File: config.mk
export PLATFORM = sky130hd
export DESIGN_NAME = fifo_burst_in_flat
export DESIGN_NICKNAME = d
export VERILOG_FILES = /design/src/rtl/fifo_burst_in_if.sv /design/src/rtl/fifo_burst_in.sv /design/src/flat_wrapper.sv
export SDC_FILE = /design/constraint.sdc
export NUM_CORES = 1
export LEC_CHECK = 0
export ABC_CLOCK_PERIOD_IN_PS = 11400
export CAP_MARGIN = 5
export CORE_MARGIN = 3
export CORE_UTILIZATION = 39
export DETAILED_ROUTE_END_ITERATION = 10
export GPL_TIMING_DRIVEN = 1
export PLACE_DENSITY = 0.64
export SETUP_SLACK_MARGIN = 0.5
export SLEW_MARGIN = 20
export SYNTH_ARGS = -nofsm -noshare
export SYNTH_HDL_FRONTEND = slang
export SYNTH_SLANG_ARGS = --single-unit
File: constraint.sdc
create_clock -name clk -period 11.4 [get_ports clk]
set_input_delay 1.14 -clock clk [delete_from_list [all_inputs] [get_ports clk]]
set_output_delay 1.14 -clock clk [all_outputs]
set_load 0.01 [all_outputs]
File: src/rtl/fifo_burst_in_if.sv
// Handshake and status bundle for the burst-release FIFO.
// The master side writes and requests reads. The slave side is the FIFO itself.
interface fifo_burst_in_if #(
   parameter int DATA_WIDTH = 32,
   parameter int DEPTH      = 8
);
   localparam int LW = $clog2(DEPTH) + 1;

   logic                  wr_en;
   logic [DATA_WIDTH-1:0] din;
   logic                  rd_en;
   logic                  flush;
   logic [DATA_WIDTH-1:0] dout;
   logic                  dout_valid;
   logic                  full;
   logic                  empty;
   logic [LW-1:0]         level;
   logic                  data_ready;
   logic                  burst_active;
   logic                  overflow;
   logic                  underflow;

   modport master (
      output wr_en, din, rd_en, flush,
      input  dout, dout_valid, full, empty, level,
             data_ready, burst_active, overflow, underflow
   );

   modport slave (
      input  wr_en, din, rd_en, flush,
      output dout, dout_valid, full, empty, level,
             data_ready, burst_active, overflow, underflow
   );
endinterface

File: src/rtl/fifo_burst_in.sv
// Circular-buffer FIFO that collects words in IDLE and releases them in bursts
// of BURST_LEN. A burst may be paused by dropping rd_en and resumed later.
// Read data is registered, so dout and dout_valid appear one cycle after the pop.
module fifo_burst_in #(
   parameter int DATA_WIDTH = 32,
   parameter int DEPTH      = 8,
   parameter int BURST_LEN  = 4
) (
   input  logic            clk,
   input  logic            rst_n,
   fifo_burst_in_if.slave  bus
);
   localparam int PW = (DEPTH > 1) ? $clog2(DEPTH) : 1;
   localparam int LW = $clog2(DEPTH) + 1;
   localparam int CW = $clog2(BURST_LEN + 1);

   typedef enum logic {IDLE = 1'b0, BURST = 1'b1} state_t;

   state_t                state_q, state_d;
   logic [PW-1:0]         wr_ptr_q, wr_ptr_d;
   logic [PW-1:0]         rd_ptr_q, rd_ptr_d;
   logic [LW-1:0]         level_q, level_d;
   logic [CW-1:0]         cnt_q, cnt_d;
   logic [DATA_WIDTH-1:0] dout_q, dout_d;
   logic                  dout_valid_q, dout_valid_d;
   logic                  overflow_q, overflow_d;
   logic                  underflow_q, underflow_d;

   logic [DATA_WIDTH-1:0] mem [DEPTH];

   logic full, empty, data_ready, push, pop, mem_we;

   // Next-state logic: flush overrides everything except dout, which holds
   always_comb begin
      full       = (level_q == LW'(DEPTH));
      empty      = (level_q == '0);
      data_ready = (state_q == IDLE) && (level_q >= LW'(BURST_LEN));
      // A full FIFO drops the write even if a pop frees a slot this cycle
      push       = bus.wr_en && !full;
      pop        = bus.rd_en && ((state_q == BURST) || data_ready);
      mem_we     = push && !bus.flush;

      state_d      = state_q;
      wr_ptr_d     = wr_ptr_q;
      rd_ptr_d     = rd_ptr_q;
      level_d      = level_q;
      cnt_d        = cnt_q;
      dout_d       = dout_q;
      dout_valid_d = 1'b0;
      overflow_d   = overflow_q;
      underflow_d  = underflow_q;

      if (bus.flush) begin
         state_d     = IDLE;
         wr_ptr_d    = '0;
         rd_ptr_d    = '0;
         level_d     = '0;
         cnt_d       = '0;
         overflow_d  = 1'b0;
         underflow_d = 1'b0;
      end else begin
         if (bus.wr_en && full)
            overflow_d = 1'b1;
         if (bus.rd_en && (state_q == IDLE) && !data_ready)
            underflow_d = 1'b1;

         if (push)
            wr_ptr_d = wr_ptr_q + PW'(1);

         if (pop) begin
            rd_ptr_d     = rd_ptr_q + PW'(1);
            dout_d       = mem[rd_ptr_q];
            dout_valid_d = 1'b1;
         end

         case ({push, pop})
            2'b10:   level_d = level_q + LW'(1);
            2'b01:   level_d = level_q - LW'(1);
            default: level_d = level_q;
         endcase

         // Burst bookkeeping: the BURST_LEN-th pop returns to IDLE
         if (pop) begin
            if (state_q == IDLE) begin
               if (BURST_LEN == 1) begin
                  state_d = IDLE;
                  cnt_d   = '0;
               end else begin
                  state_d = BURST;
                  cnt_d   = CW'(1);
               end
            end else if (cnt_q == CW'(BURST_LEN - 1)) begin
               state_d = IDLE;
               cnt_d   = '0;
            end else begin
               cnt_d = cnt_q + CW'(1);
            end
         end
      end
   end

   // Control and output registers, cleared asynchronously
   always_ff @(posedge clk or negedge rst_n) begin
      if (!rst_n) begin
         state_q      <= IDLE;
         wr_ptr_q     <= '0;
         rd_ptr_q     <= '0;
         level_q      <= '0;
         cnt_q        <= '0;
         dout_q       <= '0;
         dout_valid_q <= 1'b0;
         overflow_q   <= 1'b0;
         underflow_q  <= 1'b0;
      end else begin
         state_q      <= state_d;
         wr_ptr_q     <= wr_ptr_d;
         rd_ptr_q     <= rd_ptr_d;
         level_q      <= level_d;
         cnt_q        <= cnt_d;
         dout_q       <= dout_d;
         dout_valid_q <= dout_valid_d;
         overflow_q   <= overflow_d;
         underflow_q  <= underflow_d;
      end
   end

   // Storage array: no reset, since only written locations are ever popped
   always_ff @(posedge clk) begin
      if (mem_we)
         mem[wr_ptr_q] <= bus.din;
   end

   assign bus.dout         = dout_q;
   assign bus.dout_valid   = dout_valid_q;
   assign bus.full         = full;
   assign bus.empty        = empty;
   assign bus.level        = level_q;
   assign bus.data_ready   = data_ready;
   assign bus.burst_active = (state_q == BURST);
   assign bus.overflow     = overflow_q;
   assign bus.underflow    = underflow_q;
endmodule

File: src/flat_wrapper.sv
// flat-port wrapper written by rule: the top's interface ports become plain ports
module fifo_burst_in_flat 
#(
   parameter int DATA_WIDTH = 32,
   parameter int DEPTH      = 8,
   parameter int BURST_LEN  = 4
)
  (clk, rst_n, bus_wr_en, bus_din, bus_rd_en, bus_flush, bus_dout, bus_dout_valid, bus_full, bus_empty, bus_level, bus_data_ready, bus_burst_active, bus_overflow, bus_underflow);
  fifo_burst_in_if #(.DATA_WIDTH(DATA_WIDTH), .DEPTH(DEPTH)) bus_i ();
  input  logic clk;
  input  logic rst_n;
  input wire logic [$bits(bus_i.wr_en)-1:0] bus_wr_en;
  input wire logic [$bits(bus_i.din)-1:0] bus_din;
  input wire logic [$bits(bus_i.rd_en)-1:0] bus_rd_en;
  input wire logic [$bits(bus_i.flush)-1:0] bus_flush;
  output wire logic [$bits(bus_i.dout)-1:0] bus_dout;
  output wire logic [$bits(bus_i.dout_valid)-1:0] bus_dout_valid;
  output wire logic [$bits(bus_i.full)-1:0] bus_full;
  output wire logic [$bits(bus_i.empty)-1:0] bus_empty;
  output wire logic [$bits(bus_i.level)-1:0] bus_level;
  output wire logic [$bits(bus_i.data_ready)-1:0] bus_data_ready;
  output wire logic [$bits(bus_i.burst_active)-1:0] bus_burst_active;
  output wire logic [$bits(bus_i.overflow)-1:0] bus_overflow;
  output wire logic [$bits(bus_i.underflow)-1:0] bus_underflow;
  assign bus_i.wr_en = bus_wr_en;
  assign bus_i.din = bus_din;
  assign bus_i.rd_en = bus_rd_en;
  assign bus_i.flush = bus_flush;
  assign bus_dout = bus_i.dout;
  assign bus_dout_valid = bus_i.dout_valid;
  assign bus_full = bus_i.full;
  assign bus_empty = bus_i.empty;
  assign bus_level = bus_i.level;
  assign bus_data_ready = bus_i.data_ready;
  assign bus_burst_active = bus_i.burst_active;
  assign bus_overflow = bus_i.overflow;
  assign bus_underflow = bus_i.underflow;
  fifo_burst_in #(.DATA_WIDTH(DATA_WIDTH), .DEPTH(DEPTH), .BURST_LEN(BURST_LEN)) u_core (.clk(clk), .rst_n(rst_n), .bus(bus_i));
endmodule
# After elaboration in Yosys (flattened, before gate mapping)

Memory sizes are Yosys's and may differ from the RTL's. A register that Yosys moved wholly into a read port is not among the register bits.
Cells that the tools add are included.

Memory bits (read-only): 0
Memory bits (writable): 256
Bits in registers: 17
Output and inout bits: 43
Word-level logic and storage cells: 62
Bits of input ports: 37
Latch bits: 0
Memories kept: 1

Memories:

| memory     | words | bits a word | rd ports | clocked after memory_dff | wr ports | line                | RTL |
|---|---|---|---|---|---|---|---|
| u_core.mem | 8     | 32          | 1        | 1                        | 1        | fifo_burst_in.sv:29 | `logic [DATA_WIDTH-1:0] mem [DEPTH];` |

Bitwise logic cells: 2
Order comparisons: 1
Multiply operators: 0
Div/mod/pow operators: 0
Muxes and demuxes: 22
Reduce and logical (&&, ||, !) cells: 19
Equality and inequality tests: 4
Add/subtract/negate cells: 5
Shift-type cells: 0

Operator list:

| kind                | number |
|---|---|
| $mux 3              | 8 |
| $mux 1              | 12 |
| $add 3x1->3 const B | 3 |
| $pmux 4 s2          | 1 |
| $reduce_bool 2->1   | 4 |
| $logic_and 1x1->1   | 7 |
| $add 4x1->4 const B | 1 |
| $eq 4x4->1 const B  | 1 |
| $ge 4x3->1 const B  | 1 |
| $logic_not 1->1     | 4 |
| $logic_not 4->1     | 1 |
| $mux 4              | 1 |
| $sub 4x1->4 const B | 1 |
| $eq 3x2->1 const B  | 1 |
| $reduce_bool 3->1   | 1 |
| $eq 2x1->1 const B  | 1 |
| $eq 2x2->1 const B  | 1 |
| $not 1->1           | 2 |
| $reduce_and 2->1    | 1 |
| $logic_or 1x1->1    | 1 |

# Logic depth before layout (Yosys ltp)

Depth in word-level cells: 7
Gate-level depth with buffers: 9
Mapped depth without buffers: 7

# Worst setup path after synthesis

OpenSTA, ideal clock, no wires.

Path type: input to register
From: input port bus_wr_en
To: memory u_core.mem[0][0], enable pin
Data arrival time: 4.080 ns
Slack: 6.859 ns
Path buffers: 1
Stages on the path: 5
Data required time: 10.939 ns
Path through: buf_1 inv_1 nor3_1 nand2b_1 nor3_1

Word-level cells in the longest chain between the ends: 4

Ends and longest elaborated chain:

| what                         | line                 | RTL |
|---|---|---|
| start: declaration           | flat_wrapper.sv:12   | `input wire logic [$bits(bus_i.wr_en)-1:0] bus_wr_en;` |
| $logic_and 1x1->1            | fifo_burst_in.sv:39  | `push = bus.wr_en && !full;` |
| $logic_and 1x1->1            | fifo_burst_in.sv:41  | `mem_we = push && !bus.flush;` |
| $mux 1                       | fifo_burst_in.sv:129 | `if (mem_we)` |
| $mux 1 (implied by the code) | fifo_burst_in.sv:130 | `mem[wr_ptr_q] <= bus.din;` |
| end: declaration             | fifo_burst_in.sv:29  |  |

No other way between the ends.

# Worst setup path in the final report

From: register u_core.level_q[1] (netlist: u_core.bus.level[1])
To: output port bus_full

Word-level cells in the longest chain between the ends: 1

Ends and longest elaborated chain:

| what                     | line                 | RTL |
|---|---|---|
| start: declaration       | fifo_burst_in.sv:22  | `logic [LW-1:0] level_q, level_d;` |
| start signal: assignment | fifo_burst_in.sv:118 | `level_q <= level_d;` |
| $eq 4x4->1               | fifo_burst_in.sv:35  | `full = (level_q == LW'(DEPTH));` |
| end: declaration         | flat_wrapper.sv:18   | `output wire logic [$bits(bus_i.full)-1:0] bus_full;` |

No other way between the ends.

==> flow_summary.json <==
{
  "status": "completed",
  "detail_route.iter0.violations": 322,
  "hpwl_mm": 12.9,
  "fin_crit_sh": 0.303,
  "portBuffers": 79,
  "worst-setup-path-type": "flip-flop to output pin",
  "yosys_register_bits": 305,
  "synth_top_flop_cell": "edfxtp_1",
  "antenna_cells": 0,
  "pwr-share-clk": 0.377,
  "htreeDepth": 1,
  "synth_commonest_cells": "edfxtp_1 (256), mux4_2 (64), dfrtp_1 (49)",
  "synth_area_um2": 11600,
  "seqPwrFrac": 0.486,
  "syn_avg_cell_area_um2": 19.9,
  "cts-root-buf": "clkbuf_16",
  "routed_wl_mm": 20.9,
  "start_util": 0.400,
  "final_util": 0.480,
  "syn_to_final_growth_pct": 20.0,
  "hold_viol": 0,
  "place_area_um2": 12900,
  "cts_buffer_depth": 3,
  "finalSetupTns_ns": 0,
  "finalPower_mw": 2.74,
  "grt_start_max_net_pins": 50,
  "worstPathRequired_ns": 10.26,
  "worstSetupEndpointType": "output pin",
  "switching_power_uw": 619,
  "crit_chain": "or4b_4 > inv_2 > clkdlybuf4s50_1",
  "ys_types": 39,
  "synth_fp_nets": 627,
  "final_max_slew_viol_count": 0,
  "pwr-share-comb": 0.138,
  "grt_first_pass_wirelength_mm": 32.9,
  "post-synth-top-count-cell": "edfxtp_1",
  "finalSetupViolCount": 0,
  "slowest_delay_ns": 0.61,
  "grt_antenna_before_repair": 0,
  "drcViolationCount": 0,
  "async_reset_ff_frac": 0.161,
  "min_path_type": "flip-flop to flip-flop",
  "cap_viol_max_count": 0,
  "rows": 62,
  "io_pins": 80,
  "switching_share": 0.226,
  "p_leak_nw": 4.53,
  "fp.dieW_um": 179,
  "viasPerCell": 5.10,
  "syn_inst": 585,
  "wl_per_cell_um": 19.4,
  "die_h_um": 179,
  "drive_gt1_frac": 0.199,
  "cts_num_sinks": 305,
  "cts_hold_buf": 0,
  "crit_path_max_fanout": 9,
  "synth-edff-count": 256,
  "cts_tree": "yes",
  "internal-power_mw": 2.12,
  "nFillCells": 2396,
  "fin_ws_ns": 7.95,
  "core_area_um2": 29100,
  "gp_congestion": 0.813,
  "vias": 5513,
  "grt_pass1_vias": 5853,
  "final_area_um2": 14000,
  "synth.top_cells.by_area": "edfxtp_1 (66%), mux4_2 (12%), dfrtp_1 (11%)",
  "grt_usage": 0.132,
  "cp.arrival_ns": 2.31,
  "post_cts.repair.setup_buffers": 0,
  "ant_nets": 0,
  "drt_pass1_iterations": 5,
  "gr-total-overflow": 0,
  "power_density_nw_per_um2": 196,
  "die-area_um2": 32000,
  "clock.fmax_mhz": 290,
  "nNetsFinal": 715,
  "ys_seq_area_frac": 0.765,
  "cp_slowest_cell": "or4b_4",
  "cts.repair.resized": 0,
  "ys_warn_count": 0,
  "synth_top_area_frac": 0.660,
  "period_minus_slack_ns": 3.45,
  "ir_drop_uv": 112,
  "rsz0062_at_grt": "no",
  "yosysTopAreaCell": "edfxtp_1",
  "timing.max_slew.rel_slack": 0.269,
  "worst_slew_pin_slew_ns": 1.10,
  "path_clk_slew_ns": 0.06,
  "dp_slack_ns": 7.47,
  "clk_latency_ns": 0.54,
  "numCtsBuffers": 30,
  "crit_path_start_kind": "flip-flop",
  "skew_ns": 0.0124
}
kinds of logic (layout without fill, tap and decap cells):
logic type               count (synthesis)  count (layout)  share of synthesized area
flip-flops                             305             305                      0.765
multiplexers                            97              97                      0.153
AND/OR/NAND/NOR                         83              83                     0.0322
AO/OA/AOI/OAI                           53              53                     0.0269
buffers and inverters                   37             149                     0.0141
adder cells (fa/ha/maj)                  5               5                    0.00537
XOR/XNOR                                 5               5                    0.00376
registers in the layout, summed over array words and instances (netlist names):
register / cells
u_core.mem: 256
u_core.bus.dout: 32
u_core.cnt_q: 3
u_core.bus.underflow: 1
u_core.wr_ptr_q: 3
u_core.bus.overflow: 1
u_core.bus.dout_valid: 1
u_core.rd_ptr_q: 3
u_core.bus.level: 4
u_core.bus.burst_active: 1
through the flow:
step,instances,hold slack (ns)
6_report,1081,0.480
5_1_grt,1081,0.508
4_1_cts,1080,0.488
3_5_place_dp,1024,0.473
2_1_floorplan,585,0.487
3_3_place_gp,1024,0.462
power by group through the flow:
stage | combinational (mW) | clock [mW] | sequential [mW]
after global routing | 0.415 | 1.10 | 1.34
final | 0.377 | 1.03 | 1.33
after CTS | 0.386 | 1.06 | 1.33
after floorplan | 0.209 | 0 | 1.35
after detailed placement | 0.385 | 0 | 1.36
after global placement | 0.378 | 0 | 1.35
final cells by class:
class                      instances  area [µm²]  area share
tap                              384         480      0.0344
clock inverter                    21         255      0.0183
timing repair buffer              88         873      0.0625
sequential                       305        8920       0.638
multi-input combinational        243        2630       0.188
inverter                           5        18.8     0.00134
clock buffer                      35         801      0.0573
critical path, delay by kind of cell, from the launching register on:
family / cells / cell delay, ns
buf+inv: 2 / 0.68
flops: 1 / 0.48
simple gates: 1 / 0.61
layer usage:
metal | vias up | part of all wire | GRT usage
met3 | 27 | 0.043 | 0.0237
met2 | 107 | 0.50 | 0.226
met1 | 2865 | 0.44 | 0.179
met5 | - | 0 | 0
met4 | 0 | 0.017 | 0.0292
li1 | 2514 | - | -
cell usage in the layout (no fill, tap or decap), types with 8 or more instances in the layout:
cell,netlist,layout
mux2i_1,32,32
mux4_2,64,64
nor2_1,18,12
clkbuf_16,0,31
nand2_1,42,42
edfxtp_1,256,256
buf_4,0,8
o21ai_0,36,36
dfrtp_1,49,46
clkdlybuf4s50_1,0,78
path summary, 6_finish.rpt:
kind,start,end,slack [ns],depth (start not counted)
max in group asynchronous,rst_n,u_core.rd_ptr_q[0],10.17,2
hold / removal,u_core.bus.dout[6],u_core.bus.dout[6],0.48,2
setup / recovery,u_core.bus.level[1],bus_full,7.95,3
min in group asynchronous,rst_n,u_core.bus.level[0],0.73,2
hold reg to reg,u_core.bus.dout[6],u_core.bus.dout[6],0.48,2
setup reg to reg,u_core.bus.level[2],u_core.mem[5][17],8.75,5
Power figures use the tool's default switching activity.
